File: config.mk
export PLATFORM = sky130hd
export DESIGN_NAME = escalonador_paradas
export DESIGN_NICKNAME = d
export VERILOG_FILES = /design/src/rtl/escalonador_paradas_pkg.sv /design/src/rtl/escalonador_paradas_seletor.sv /design/src/rtl/escalonador_paradas.sv
export SDC_FILE = /design/constraint.sdc
export NUM_CORES = 1
export LEC_CHECK = 0
export ABC_AREA = 1
export BUFFER_PORTS_ARGS = -buffer_cell sky130_fd_sc_hd__buf_4
export CAP_MARGIN = 10
export CORE_MARGIN = 3
export CORE_UTILIZATION = 25
export CTS_CLUSTER_SIZE = 14
export DETAILED_ROUTE_END_ITERATION = 7
export GPL_TIMING_DRIVEN = 0
export PLACE_DENSITY = 0.36
export SLEW_MARGIN = 10
export SYNTH_ARGS = -nofsm -noshare
export SYNTH_HDL_FRONTEND = slang
export SYNTH_SLANG_ARGS = --single-unit
File: constraint.sdc
create_clock -name clock -period 3.1 [get_ports clock]
set_input_delay 0.155 -clock clock [delete_from_list [all_inputs] [get_ports clock]]
set_output_delay 0.155 -clock clock [all_outputs]
set_load 0.01 [all_outputs]
File: src/rtl/escalonador_paradas_pkg.sv
// Shared definitions for the cargo-elevator scheduler: FSM encodings, slot states,
// request field offsets and the slot record.
package smartcargo_defs;

    localparam int LARG_ANDAR = 2;

    localparam logic [2:0] ST_INICIAL = 3'd0;
    localparam logic [2:0] ST_OCIOSO  = 3'd1;
    localparam logic [2:0] ST_AVALIA  = 3'd2;
    localparam logic [2:0] ST_MOVENDO = 3'd3;
    localparam logic [2:0] ST_PORTA   = 3'd4;
    localparam logic [2:0] ST_EMERG   = 3'd5;

    localparam logic [1:0] SLOT_LIVRE     = 2'd0;
    localparam logic [1:0] SLOT_AGUARDA   = 2'd1;
    localparam logic [1:0] SLOT_CARREGADO = 2'd2;

    localparam int PD_ORIG_LSB = 0;
    localparam int PD_DEST_LSB = 2;
    localparam int PD_OBJ_LSB  = 4;

    typedef struct packed {
        logic [1:0]            estado;
        logic [LARG_ANDAR-1:0] orig;
        logic [LARG_ANDAR-1:0] dest;
        logic [1:0]            obj;
    } slot_t;

endpackage

File: src/rtl/escalonador_paradas_seletor.sv
// Combinational SCAN stop selection: current floor first, then nearest ahead,
// otherwise reverse and take the nearest behind.
module seletor_proxima_parada #(
    parameter int N_ANDARES  = 4,
    parameter int LARG_ANDAR = 2
) (
    input  logic [N_ANDARES-1:0]  pend,
    input  logic [LARG_ANDAR-1:0] andar,
    input  logic                  dir,
    output logic [LARG_ANDAR-1:0] alvo,
    output logic                  novo_dir,
    output logic                  tem_alvo
);

    logic                  acima_ok;
    logic                  abaixo_ok;
    logic [LARG_ANDAR-1:0] acima;
    logic [LARG_ANDAR-1:0] abaixo;

    always_comb begin
        acima_ok  = 1'b0;
        abaixo_ok = 1'b0;
        acima     = '0;
        abaixo    = '0;
        // Downward scan leaves the smallest floor above; upward scan the largest below.
        for (int f = N_ANDARES - 1; f >= 0; f--) begin
            if (pend[f] && f > int'(andar)) begin
                acima_ok = 1'b1;
                acima    = LARG_ANDAR'(f);
            end
        end
        for (int f = 0; f < N_ANDARES; f++) begin
            if (pend[f] && f < int'(andar)) begin
                abaixo_ok = 1'b1;
                abaixo    = LARG_ANDAR'(f);
            end
        end
    end

    always_comb begin
        tem_alvo = |pend;
        alvo     = andar;
        novo_dir = dir;
        if (!pend[andar]) begin
            if (dir) begin
                if (acima_ok) begin
                    alvo = acima;
                end else if (abaixo_ok) begin
                    alvo     = abaixo;
                    novo_dir = 1'b0;
                end
            end else begin
                if (abaixo_ok) begin
                    alvo = abaixo;
                end else if (acima_ok) begin
                    alvo     = acima;
                    novo_dir = 1'b1;
                end
            end
        end
    end

endmodule

File: src/rtl/escalonador_paradas.sv
// Cargo-elevator stop scheduler: request table, car position tracking, SCAN FSM,
// motor drive, door dwell and per-object delivery pulses.
module escalonador_paradas #(
    parameter int N_ANDARES  = 4,
    parameter int LARG_ANDAR = smartcargo_defs::LARG_ANDAR,
    parameter int PROF_FILA  = 16,
    parameter int T_PORTA    = 2500000
) (
    input  logic                  clock,
    input  logic                  reset,
    input  logic                  iniciar,
    input  logic                  emergencia,
    input  logic [N_ANDARES-1:0]  sensoresNeg,
    input  logic                  pedido_valido,
    input  logic [7:0]            pedido_dado,
    output logic                  pedido_pronto,
    output logic                  motorSubindo,
    output logic                  motorDescendo,
    output logic [LARG_ANDAR-1:0] andarAtual,
    output logic [LARG_ANDAR-1:0] proxParada,
    output logic                  porta_aberta,
    output logic                  entrega_valida,
    output logic [1:0]            entrega_obj,
    output logic                  fila_vazia,
    output logic                  erro_sensor
);
    import smartcargo_defs::*;

    localparam int LARG_CNT = (T_PORTA > 1) ? $clog2(T_PORTA) : 1;
    localparam int LARG_NZ  = $clog2(N_ANDARES + 1);

    slot_t                 tab_q [PROF_FILA];
    slot_t                 tab_d [PROF_FILA];
    logic [2:0]            estado_q, estado_d;
    logic                  dir_q, dir_d;
    logic [LARG_ANDAR-1:0] andar_q, andar_d;
    logic [LARG_ANDAR-1:0] prox_q, prox_d;
    logic                  erro_q, erro_d;
    logic [LARG_CNT-1:0]   cnt_q, cnt_d;
    logic                  ent_vld_q, ent_vld_d;
    logic [1:0]            ent_obj_q, ent_obj_d;

    logic [LARG_NZ-1:0]    n_zeros;
    logic [LARG_ANDAR-1:0] sensor_idx;
    logic                  sensor_ok, sensor_multi, chegou;
    logic [N_ANDARES-1:0]  coleta, entrega, pend;
    logic                  algum_livre, todos_livres, aceita;
    logic                  achou_livre, achou_ret;
    logic [LARG_ANDAR-1:0] alvo;
    logic                  novo_dir, tem_alvo, em_mov;
    logic                  pedido_unused;

    assign pedido_unused = ^pedido_dado[7:6];

    // Floor sensors: exactly one low bit is a valid floor, all high is between floors.
    always_comb begin
        n_zeros    = '0;
        sensor_idx = '0;
        for (int f = 0; f < N_ANDARES; f++) begin
            if (!sensoresNeg[f]) begin
                n_zeros    = n_zeros + LARG_NZ'(1);
                sensor_idx = LARG_ANDAR'(f);
            end
        end
        sensor_ok    = (n_zeros == LARG_NZ'(1));
        sensor_multi = (n_zeros > LARG_NZ'(1));
        chegou       = sensor_ok && (sensor_idx == prox_q);
        andar_d      = sensor_ok ? sensor_idx : andar_q;
        erro_d       = erro_q | sensor_multi;
    end

    always_comb begin
        coleta       = '0;
        entrega      = '0;
        algum_livre  = 1'b0;
        todos_livres = 1'b1;
        for (int i = 0; i < PROF_FILA; i++) begin
            if (tab_q[i].estado == SLOT_AGUARDA)   coleta[tab_q[i].orig]  = 1'b1;
            if (tab_q[i].estado == SLOT_CARREGADO) entrega[tab_q[i].dest] = 1'b1;
            if (tab_q[i].estado == SLOT_LIVRE)     algum_livre  = 1'b1;
            else                                   todos_livres = 1'b0;
        end
        pend = coleta | entrega;
    end

    assign aceita = pedido_valido && algum_livre;

    // Accept, pickup and retirement always touch disjoint slots, so one pass suffices.
    always_comb begin
        tab_d       = tab_q;
        ent_vld_d   = 1'b0;
        ent_obj_d   = ent_obj_q;
        achou_livre = 1'b0;
        achou_ret   = 1'b0;
        for (int i = 0; i < PROF_FILA; i++) begin
            if (aceita && !achou_livre && tab_q[i].estado == SLOT_LIVRE) begin
                tab_d[i].estado = SLOT_AGUARDA;
                tab_d[i].orig   = pedido_dado[PD_ORIG_LSB +: LARG_ANDAR];
                tab_d[i].dest   = pedido_dado[PD_DEST_LSB +: LARG_ANDAR];
                tab_d[i].obj    = pedido_dado[PD_OBJ_LSB +: 2];
                achou_livre     = 1'b1;
            end
        end
        if (estado_q == ST_PORTA) begin
            for (int i = 0; i < PROF_FILA; i++) begin
                if (cnt_q == '0) begin
                    if (tab_q[i].estado == SLOT_AGUARDA && tab_q[i].orig == prox_q)
                        tab_d[i].estado = SLOT_CARREGADO;
                end else if (!achou_ret && tab_q[i].estado == SLOT_CARREGADO &&
                             tab_q[i].dest == prox_q) begin
                    tab_d[i].estado = SLOT_LIVRE;
                    ent_vld_d       = 1'b1;
                    ent_obj_d       = tab_q[i].obj;
                    achou_ret       = 1'b1;
                end
            end
        end
    end

    seletor_proxima_parada #(
        .N_ANDARES (N_ANDARES),
        .LARG_ANDAR(LARG_ANDAR)
    ) u_seletor (
        .pend    (pend),
        .andar   (andar_q),
        .dir     (dir_q),
        .alvo    (alvo),
        .novo_dir(novo_dir),
        .tem_alvo(tem_alvo)
    );

    always_comb begin
        estado_d = estado_q;
        dir_d    = dir_q;
        prox_d   = prox_q;
        cnt_d    = cnt_q;
        case (estado_q)
            ST_INICIAL: if (iniciar) estado_d = ST_OCIOSO;
            ST_OCIOSO:  if (pend != '0) estado_d = ST_AVALIA;
            ST_AVALIA: begin
                if (tem_alvo) begin
                    prox_d   = alvo;
                    dir_d    = novo_dir;
                    cnt_d    = '0;
                    estado_d = (alvo == andar_q && sensor_ok) ? ST_PORTA : ST_MOVENDO;
                end else begin
                    estado_d = ST_OCIOSO;
                end
            end
            ST_MOVENDO: begin
                if (chegou) begin
                    estado_d = ST_PORTA;
                    cnt_d    = '0;
                end
            end
            ST_PORTA: begin
                if (cnt_q == LARG_CNT'(T_PORTA - 1))
                    estado_d = (pend != '0) ? ST_AVALIA : ST_OCIOSO;
                else
                    cnt_d = cnt_q + LARG_CNT'(1);
            end
            ST_EMERG:   if (!emergencia && !erro_q) estado_d = ST_AVALIA;
            default:    estado_d = ST_INICIAL;
        endcase
        // A latched sensor fault keeps the car parked until reset.
        if (estado_q != ST_INICIAL && (emergencia || sensor_multi || erro_q))
            estado_d = ST_EMERG;
    end

    always_ff @(posedge clock) begin
        if (reset) begin
            estado_q  <= ST_INICIAL;
            dir_q     <= 1'b1;
            andar_q   <= '0;
            prox_q    <= '0;
            erro_q    <= 1'b0;
            cnt_q     <= '0;
            ent_vld_q <= 1'b0;
            ent_obj_q <= '0;
            for (int i = 0; i < PROF_FILA; i++) tab_q[i] <= '0;
        end else begin
            estado_q  <= estado_d;
            dir_q     <= dir_d;
            andar_q   <= andar_d;
            prox_q    <= prox_d;
            erro_q    <= erro_d;
            cnt_q     <= cnt_d;
            ent_vld_q <= ent_vld_d;
            ent_obj_q <= ent_obj_d;
            for (int i = 0; i < PROF_FILA; i++) tab_q[i] <= tab_d[i];
        end
    end

    // Motors cut combinationally on the arrival cycle.
    assign em_mov         = (estado_q == ST_MOVENDO) && !chegou;
    assign motorSubindo   = em_mov && (prox_q > andar_q);
    assign motorDescendo  = em_mov && !(prox_q > andar_q);
    assign pedido_pronto  = algum_livre;
    assign fila_vazia     = todos_livres;
    assign andarAtual     = andar_q;
    assign proxParada     = prox_q;
    assign porta_aberta   = (estado_q == ST_PORTA);
    assign entrega_valida = ent_vld_q;
    assign entrega_obj    = ent_obj_q;
    assign erro_sensor    = erro_q;

endmodule

## Word level (Yosys, flattened, before mapping)

Index checks and enable logic that the tools add are counted.

- Flip-flop bits (word level): 162
- Input bits: 17
- Output and inout port bits: 13
- Logic and storage cells: 817

- Add/subtract/negate cells: 4
- Order comparisons: 73
- Eq/ne operators: 85
- Multiplexer cells: 359
- Bitwise gates (word level): 34
- Reduce and logical (&&, ||, !) cells: 189

Operator list:

| kind | count |
|---|---|
| two-way mux 2 bit | 118 |
| two-way mux 1 bit | 144 |
| two-way mux 4 bit | 32 |
| two-way mux 8 bit | 16 |
| logical AND 1 bit | 124 |
| OR 4 bit | 31 |
| less-than comparator 2 x 3 -> 1 bit, second input constant | 33 |
| equality test 2 bit | 34 |
| two-way mux 22 bit | 3 |
| one-hot mux 22 bit (3 select lines) | 1 |
| demux 1 bit (select 2 bit) | 32 |
| >= comparator 2 x 1 -> 1 bit, second input constant | 32 |
| zero test 1 bit | 34 |
| two-way mux 3 bit | 11 |
| equality test 2 x 1 -> 1 bit, second input constant | 16 |
| equality test 2 bit, second input constant | 16 |
| zero test 2 bit | 16 |
| adder 22 x 1 -> 22 bit, second input constant | 1 |
| equality test 22 bit, second input constant | 1 |
| zero test 22 bit | 1 |
| one-hot mux 3 bit (6 select lines) | 1 |
| != test 2 bit, second input constant | 6 |
| != test 3 bit, second input constant | 4 |
| AND reduction 5 bit | 2 |
| other kinds (24) | 35 |

## Longest topological paths before layout

Gate-level depths: netlist of the first run.

- Depth after elaboration: 95
- Mapped depth: 26

## Cells and area by module

From an unflattened synthesis of the first run, not the netlist that was laid out.

- Cells, all modules: 1509
- Area total of the unflattened synthesis: 9696.8 um2

Modules (own cells, without submodules):

| module | times used | cells each | area each (um2) | seq. area each (um2) |
|---|---|---|---|---|
| escalonador_paradas | 1 | 1461 | 9455.3 | 3243.1 |
| seletor_proxima_parada | 1 | 48 | 241.5 | 0.0 |

## Least setup slack after synthesis of the first run

No wires, ideal clock.

- Kind: input port to flip-flop
- Start point: input port sensoresNeg[0]
- End point: register cnt_q[13]
- Data arrival time: 2516 ps
- Setup slack: 513 ps
- Cell stages on the path: 20
- Cell sequence: inv_1 -> ha_1 -> xnor2_1 -> ha_1 -> inv_1 -> nor2_1 -> xor2_1 -> nand2_1 -> nor2_1 -> inv_1 -> nor3_1 -> nor2_1 -> a21oi_1 -> nand2_1 -> inv_1 -> nand2_1 -> inv_1 -> clkbuf_1 -> nand4_1 -> a21oi_1

- Word-level cells in the longest chain between the ends: 11

RTL lines:

| what | line | RTL |
|---|---|---|
| start, declared | escalonador_paradas.sv:13 | `input logic [N_ANDARES-1:0] sensoresNeg,` |
| two-way mux 1 bit * | escalonador_paradas.sv:60 | `if (!sensoresNeg[f]) begin` |
| adder 3 x 1 -> 3 bit | escalonador_paradas.sv:61 | `n_zeros = n_zeros + LARG_NZ'(1);` |
| two-way mux 3 bit * | escalonador_paradas.sv:60 |  |
| adder 3 x 1 -> 3 bit | escalonador_paradas.sv:61 |  |
| two-way mux 3 bit * | escalonador_paradas.sv:60 |  |
| adder 3 x 1 -> 3 bit | escalonador_paradas.sv:61 |  |
| two-way mux 3 bit * | escalonador_paradas.sv:60 |  |
| equality test 3 x 1 -> 1 bit * | escalonador_paradas.sv:65 | `sensor_ok = (n_zeros == LARG_NZ'(1));` |
| logical AND 1 bit * | escalonador_paradas.sv:67 | `chegou = sensor_ok && (sensor_idx == prox_q);` |
| != test 2 bit (no source line) * | -- |  |
| AND reduction 4 bit (no source line) * | -- |  |
| end signal, assigned | escalonador_paradas.sv:187 | `cnt_q <= cnt_d;` |
| end, declared | escalonador_paradas.sv:39 | `logic [LARG_CNT-1:0] cnt_q, cnt_d;` |

Mark *: on every way between the ends. The rest lies on a longest branch, timed or not.
A chain may end at the register's enable or synchronous reset.

## Worst setup path after layout of the first run

- Start point: register prox_q[1] (netlist: proxParada[1])
- End point: register ent_obj_q[0] (netlist: entrega_obj[0])

- Word-level cells in the longest chain between the ends: 94
- Elaborated cells on any way between the ends: 148
- Those cells by class: 16 x eq/ne; 86 x mux; 46 x reduce/logical

RTL lines:

| what | line | RTL |
|---|---|---|
| start, declared | escalonador_paradas.sv:37 | `logic [LARG_ANDAR-1:0] prox_q, prox_d;` |
| start signal, assigned | escalonador_paradas.sv:185 | `prox_q <= prox_d;` |
| equality test 2 bit | escalonador_paradas.sv:110 | `tab_q[i].dest == prox_q) begin` |
| logical AND 1 bit | escalonador_paradas.sv:109 | `end else if (!achou_ret && tab_q[i].estado == SLOT_CARREGADO &&` |
| two-way mux 1 bit | escalonador_paradas.sv:109 |  |
| two-way mux 1 bit | escalonador_paradas.sv:106 | `if (cnt_q == '0) begin` |
| two-way mux 1 bit | escalonador_paradas.sv:104 | `if (estado_q == ST_PORTA) begin` |
| zero test 1 bit | escalonador_paradas.sv:109 |  |
| logical AND 1 bit (2 in a row) | escalonador_paradas.sv:109 |  |
| two-way mux 1 bit | escalonador_paradas.sv:109 |  |
| (+75 left out) | -- |  |
| logical AND 1 bit (2 in a row) | escalonador_paradas.sv:109 |  |
| two-way mux 1 bit | escalonador_paradas.sv:109 |  |
| two-way mux 1 bit | escalonador_paradas.sv:106 |  |
| two-way mux 1 bit | escalonador_paradas.sv:104 |  |
| zero test 1 bit | escalonador_paradas.sv:109 |  |
| logical AND 1 bit (2 in a row) | escalonador_paradas.sv:109 |  |
| two-way mux 2 bit | escalonador_paradas.sv:109 |  |
| two-way mux 2 bit * | escalonador_paradas.sv:106 |  |
| end signal, assigned | escalonador_paradas.sv:189 | `ent_obj_q <= ent_obj_d;` |
| end, declared | escalonador_paradas.sv:41 | `logic [1:0] ent_obj_q, ent_obj_d;` |

Mark *: on every way between the ends. The rest lies on a longest branch, timed or not. The select of a mux whose other input is x is not followed.

==> results_dict.tcl, run 1 <==
set metrics [dict create \
    die_h_um 207 \
    p_sw_share_pct 40.5 \
    power.total_w 0.00658 \
    synth_seq_cells 162 \
    clock_power_share_pct 30.7 \
    worst-slew-pin-transition_ns 1.11 \
    syn_inst 1620 \
    holdBufCountCts 0 \
    drc 0 \
    grt_usage_pct 22.0 \
    path_class "flop to flop" \
    finalSetupViolCount 0 \
    drtIter0Drc 968 \
    fp.dieArea_um2 43000 \
    ir_worst_vdd_uv 400 \
    diodes 0 \
    yosysUniqueCellTypes 48 \
    fp.coreArea_um2 39900 \
    clock.fmax_ghz 0.333 \
    numCtsBuffers 17 \
    cts_tree "built" \
    worst_setup_path_end_kind "flop" \
    grt_pass1_wl_um 70300 \
    areaGrowthSynthToFinish_pct 20.8 \
    worst-path-buf-inv 4 \
    cp_top_family "simple AND/OR/NAND/NOR gates" \
    period_share_pct 96.7 \
    outcome "finished, final reports clean" \
    synth-seq-area-share_pct 32.0 \
    slowest_delay_ns 0.55 \
    cts.sinks 162 \
    cpMaxStageDelayCell "clkbuf_1" \
    cts.reportedPaths.clkPinSlew_ns 0.07 \
    cts.path.max_buffers 2 \
    clock_skew_ns 0.0108 \
    fin_util_pct 30.7 \
    ys_async_sr_fraction_pct 0 \
    grt-ovfl-total 0 \
    post_layout_nonfiller_instances 2233 \
    fp-row-count 73 \
    grt_pass1_vias 10664 \
    dp_slack_ns -0.799 \
    seqPwrFrac_pct 35.2 \
    via_per_inst 5.07 \
    maxCapViolations 0 \
    switching_power_w 0.00267 \
    min_period_ns 3.00 \
    critPathRequiredTime_ns 3.48 \
    dp_hpwl_um 37300 \
    io_buffers 26 \
    maxSlewHeadroom_pct 26.1 \
    drive_gt1_share_pct 12.9 \
    dp.cells 2171 \
    cp_common_cell "nand2_1" \
    grt_antenna_before_repair 0 \
    powerDensity_nw_per_um2 537 \
    initial_core_util_pct 25.4 \
    htree_levels 4 \
    hold_violations 0 \
    start_kind "flop" \
    place_congestion 0.914 \
    routed_wl_um 48500 \
    detail_route.wl_per_cell_um 21.7 \
    cp_cell_sequence "buf_8, inv_8, clkbuf_1, o221ai_1, inv_1, nand2_1, nor2_2, a21oi_1, nand2_2, nand2_1, nand2_1, nand2_1, nand2_1, nand2_1, nand2_1, nand2_2, a21oi_1" \
    syn_avg_cell_area_um2 6.26 \
    hold_class "primary input to flop" \
    ys.flop_type "dfxtp_1" \
    root_buffer "clkbuf_16" \
    ant_nets 0 \
    fin_nets 1719 \
    synth_area_um2 10100 \
    combPwrFrac_pct 34.1 \
    ys.warnings.count 0 \
    setup_ws_ns 0.101 \
    die_x_um 207 \
    intPower_w 0.00391 \
    grt_max_degree 17 \
    cp.arrival_ns 3.38 \
    critPathMaxFanout 10 \
    drv_slew 0 \
    pin_count 30 \
    clk_latency_ns 0.45 \
    leakage_nw 4.95 \
    synth_fp_nets 1644 \
    num_vias 11332 \
    synth_edf_count 0 \
    drt_first_pass_iters 6 \
    rsz0062_at_grt "true" \
]
==> worst min-delay path: cells and delay by family <==
family,cells,cell delay (ns)
buffers and inverters,1,0.10
AO/OA/AOI/OAI,2,0.20
==> worst paths after layout <==
kind                            cells past startpoint  slack, ns                           to                        from
worst max-delay path                               17       0.10  entrega_obj[0]$_SDFFE_PP0P_  proxParada[1]$_SDFFE_PP0P_
worst min-delay path                                3       0.05       tab_q[37]$_SDFFE_PP0P_              pedido_dado[1]
worst max register to register                     17       0.10  entrega_obj[0]$_SDFFE_PP0P_  proxParada[1]$_SDFFE_PP0P_
worst min register to register                      2       0.45       tab_q[32]$_SDFFE_PP0P_      tab_q[32]$_SDFFE_PP0P_
==> synthesized netlist by cell type, drive strengths merged, types with 15 or more instances <==
master,number,share of area (%)
nand3,144,7.2
nand2,295,11
o21ai,128,6.4
inv,256,9.5
nand4,47,3.0
a21oi,164,8.1
dfxtp,162,32
o22ai,15,0.93
nor3,53,2.6
nor2,159,6.1
o31ai,17,1.3
nor4,27,1.7
clkbuf,47,1.7
==> stage by stage <==
step           hold WS (ns)  cell area (um2)  TNS (ns)
5_1_grt              0.0461            12200   -0.0931
4_1_cts              0.0296            11800         0
3_5_place_dp          0.439            11000    -31.83
6_report             0.0468            12200         0
2_1_floorplan         0.346            10100         0
3_3_place_gp          0.435            11000    -31.79
==> power groups by stage <==
stage               sequential [W]  combinational [W]  clock [W]
floorplan                  0.00232            0.00115          0
global placement           0.00235            0.00194          0
detailed placement         0.00235            0.00194          0
CTS                        0.00231            0.00207    0.00208
global route               0.00233            0.00245    0.00215
finish                     0.00232            0.00224    0.00202
==> cell usage in the layout, fill, tap and decap left out, drive strengths merged, types with 17 or more instances in the layout <==
cell type  count
nand2        295
a21oi        164
clkbuf        65
inv          253
buf           72
o21ai        128
nand3        144
nor3          53
dfxtp        162
nand4         47
o31ai         17
nor4          27
nor2         159
==> cells by family (layout without fill, tap and decap cells) <==
kind of cell | after synthesis | in the layout | share of synthesized area (%)
AND/OR/NAND/NOR | 740 | 740 | 32.6
AO/OA/AOI/OAI | 373 | 373 | 20.6
buffers and inverters | 315 | 403 | 12.0
flip-flops | 162 | 162 | 32.0
XOR/XNOR | 22 | 22 | 1.90
adder cells (fa/ha/maj) | 7 | 7 | 0.864
multiplexers | 1 | 1 | 0.0988
==> area by class of cell <==
class                      instances  area (um2)
buffer                            54         273
clock buffer                      22         464
clock inverter                    10        61.3
fill                            4468       27700
inverter                         256         987
multi-input combinational       1143        6040
sequential                       162        3260
tap                              525         657
timing repair buffer              61         495
==> registers in the layout, indices dropped and copies added, names as in the netlist <==
| signal | cells |
|---|---|
| andarAtual | 2 |
| cnt_q | 22 |
| dir_q | 1 |
| entrega_obj | 2 |
| entrega_valida | 1 |
| erro_sensor | 1 |
| estado_q | 3 |
| proxParada | 2 |
| tab_q | 128 |
==> per-layer routing <==
metal	share of wire, %	track usage, %
met5	0	0
met4	3.8	9.20
met3	5.9	4.23
met2	44	34.1
met1	46	29.9
==> timing repair <==
item,CTS,global route
setup buffers,14,20
pin swaps,8,21
endpoints found under the setup margin,116,78
resized for setup,64,90
cloned,0,1
Power figures use the tool's default switching activity.
==> run 2, diff against run 1 <==
--- a/config.mk
+++ b/config.mk
@@ -5,7 +5,7 @@
 export SDC_FILE = /design/constraint.sdc
 export NUM_CORES = 1
 export LEC_CHECK = 0
-export ABC_AREA = 1
+export ABC_AREA = 0
 export BUFFER_PORTS_ARGS = -buffer_cell sky130_fd_sc_hd__buf_4
 export CAP_MARGIN = 10
 export CORE_MARGIN = 3
==> run 2 against run 1 <==
Synthesized area up 0.89%; maximum frequency down 7.1%; design area up 6.1%; clock-buffer cell count down 4; wire length down 5.9%; the run now ends with setup timing left; cell count down 16%; clock skew up 0.0049 ns; total power down 8.2%; sequential cell count unchanged; core utilization up 1.7 points; die area up 0.87%; global-route usage down 1.3 points.
==> results_dict.tcl, run 2 <==
set metrics [dict create \
    outcome "finished with violations" \
    failed_checks "setup timing" \
    die_x_um 208 \
    diodes 0 \
    clk_latency_ns 0.47 \
    num_vias 10139 \
    fill_cells 4294 \
    htree_levels 4 \
    drt_first_pass_iters 5 \
    ys.warnings.count 0 \
    fp-row-count 73 \
    reg_top3 "tab_q: 128 flops, cnt_q: 22 flops, estado_q: 3 flops" \
    layout_commonest_cell "nor2_1" \
    worst-path-buf-inv 2 \
    period_share_pct 104 \
    cts.sinks 162 \
    fp.coreArea_um2 40100 \
    cp.arrival_ns 3.63 \
    final_area_um2 13000 \
    setup_ws_ns -0.128 \
    reg2reg_depth 11 \
    drive_gt1_share_pct 20.6 \
    leakage_nw 4.87 \
    cts_tree "built" \
    fin_setup_tns_ns -0.128 \
    ant_nets 0 \
    io_buffers 26 \
    worst-slew-pin-transition_ns 1.14 \
    maxCapViolations 0 \
    grt_pass1_wl_um 66800 \
    finalSetupViolCount 1 \
    rrSetupSlack_ns -0.13 \
    critPathRequiredTime_ns 3.50 \
    yosys.area.top_type_share_pct 31.7 \
    hold_class "primary input to flop" \
    yosys.area.top_type "dfxtp_1" \
    r2r_start "tab_q[15]$_SDFF_PP0_" \
    final_cell_mix "nor2_1 (171), dfxtp_1 (148), nand2_1 (87)" \
    detail_route.wl_per_cell_um 24.2 \
    rsz0062_at_grt "true" \
    initial_core_util_pct 25.5 \
    synth-seq-area-share_pct 31.7 \
    cts.reportedPaths.clkPinSlew_ns 0.07 \
    via_per_inst 5.38 \
    grt_usage_pct 20.7 \
    largest_register_ffs 128 \
    drtIter0Drc 844 \
    multi_input_area_um2 7160 \
    cts.path.max_buffers 2 \
    fp.dieArea_um2 43400 \
    hold_start "pedido_dado[2]" \
    cp_cell_sequence "nor4b_1, nor4_1, nand4_1, buf_4, nor4_4, buf_4, a221oi_1, o2111a_1, o21ai_4, or3_4, a21oi_2" \
    drc 0 \
    root_buffer "clkbuf_16" \
    drv_slew 0 \
    ys_async_sr_fraction_pct 0 \
    post_dp_cell_area_um2 11100 \
    place_congestion 0.903 \
    die_h_um 208 \
    ys_top_cells_by_area "dfxtp_1 (32%), mux2i_1 (7.5%), nor2_1 (6.4%)" \
    maxSlewHeadroom_pct 23.7 \
    startpoint "tab_q[15]$_SDFF_PP0_" \
    hold_violations 0 \
    worstSetupEndpoint "estado_q[2]$_SDFFE_PP0P_" \
    syn_avg_cell_area_um2 8.13 \
    routed_wl_um 45600 \
    yosysMostFrequentCell "nor2_1" \
    syn_inst 1257 \
    cp_common_cell "buf_4" \
    pin_count 30 \
    clock.fmax_ghz 0.310 \
    register_area_um2 3280 \
    path_depth 11 \
    reg2reg_to "estado_q[2]$_SDFFE_PP0P_" \
    grt-ovfl-total 0 \
    top_register "tab_q" \
    start_kind "flop" \
    grt_antenna_before_repair 0 \
    cpMaxStageDelayCell "nor4b_1" \
    synth_common_cells "nor2_1 (173), dfxtp_1 (162), nand2_1 (89)" \
    min_period_ns 3.23 \
    ir_worst_vdd_uv 293 \
    clock_skew_ns 0.0157 \
    slowest_delay_ns 0.75 \
    grt_max_degree 17 \
    synth_fp_nets 1281 \
    synth_area_um2 10200 \
    fin_util_pct 32.4 \
    worst_setup_path_end_kind "flop" \
    numCtsBuffers 17 \
    ys.flop_type "dfxtp_1" \
    yosysUniqueCellTypes 78 \
    fin_nets 1373 \
    critPathMaxFanout 9 \
    areaGrowthSynthToFinish_pct 27.1 \
    cp_top_family "simple AND/OR/NAND/NOR gates" \
    dp_hpwl_um 34000 \
    synth_seq_cells 162 \
    synth_edf_count 0 \
    powerDensity_nw_per_um2 465 \
    grt_pass1_vias 9567 \
    path_class "flop to flop" \
]
run 2: per-layer routing:
| layer | track usage, % | share of wire [%] | vias to the layer above |
|---|---|---|---|
| li1 | - | - | 4797 |
| met1 | 30.1 | 48 | 5016 |
| met2 | 32.3 | 46 | 294 |
| met3 | 3.05 | 4.9 | 32 |
| met4 | 4.72 | 1.3 | 0 |
| met5 | 0 | 0 | - |
run 2: worst min-delay path by stage:
stage / endpoint / cells past startpoint
finish: tab_q[34]$_SDFFE_PP0P_ / 3
global route: tab_q[35]$_SDFFE_PP0P_ / 3
CTS: tab_q[37]$_SDFFE_PP0P_ / 3
detailed placement: tab_q[65]$_SDFFE_PP0P_ / 2
global placement: tab_q[56]$_SDFFE_PP0P_ / 2
floorplan: tab_q[72]$_SDFFE_PP0P_ / 2
run 2: repair_timing:
action	CTS	global route
gates resized for setup	157	70
pin swaps	42	20
buffers inserted	32	18
gates cloned	4	0
setup endpoints to repair	96	79
endpoints found under the hold margin	2	0
hold buffers	2	0
run 2: cell families after synthesis:
logic type	synth area share [%]
xor gates and xnor gates	7.45
adders and majority gates	0.857
and+or+nand+nor	34.2
DFF	31.7
muxes	7.76
AOI/OAI and AO/OA	13.0
buffers and inverters	5.04
run 2: worst min-delay path, delay by kind of cell:
family,cells,cell delay [ns]
buffers and inverters,1,0.15
AND/OR/NAND/NOR,1,0.07
AO/OA/AOI/OAI,1,0.05
run 2: area by class of cell:
| class | count | share of cell area, % |
|---|---|---|
| Clock inverter | 13 | 1.37 |
| Sequential cell | 162 | 25.2 |
| Clock buffer | 18 | 3.38 |
| Multi-Input combinational cell | 977 | 55.1 |
| Buffer | 67 | 3.48 |
| Inverter | 40 | 1.16 |
| Timing Repair Buffer | 84 | 5.27 |
| Tap cell | 525 | 5.05 |
run 2: per-stage QoR:
stage	worst slack (ns)	hold WS [ns]	power, W	instances
2_1_floorplan	0.0688	0.299	0.00298	1257
3_3_place_gp	-1.47	0.447	0.00349	1808
3_5_place_dp	-1.35	0.451	0.00348	1810
4_1_cts	-0.177	0.00153	0.00599	1870
5_1_grt	-0.136	0.0224	0.00630	1886
6_report	-0.128	0.0196	0.00604	1886
run 2: report_power, final:
part	internal, W	leakage [nW]	switching, W
Combinational	0.000562	3.25	0.000958
Clock	0.00130	0.301	0.00101
Sequential	0.00213	1.32	0.0000811
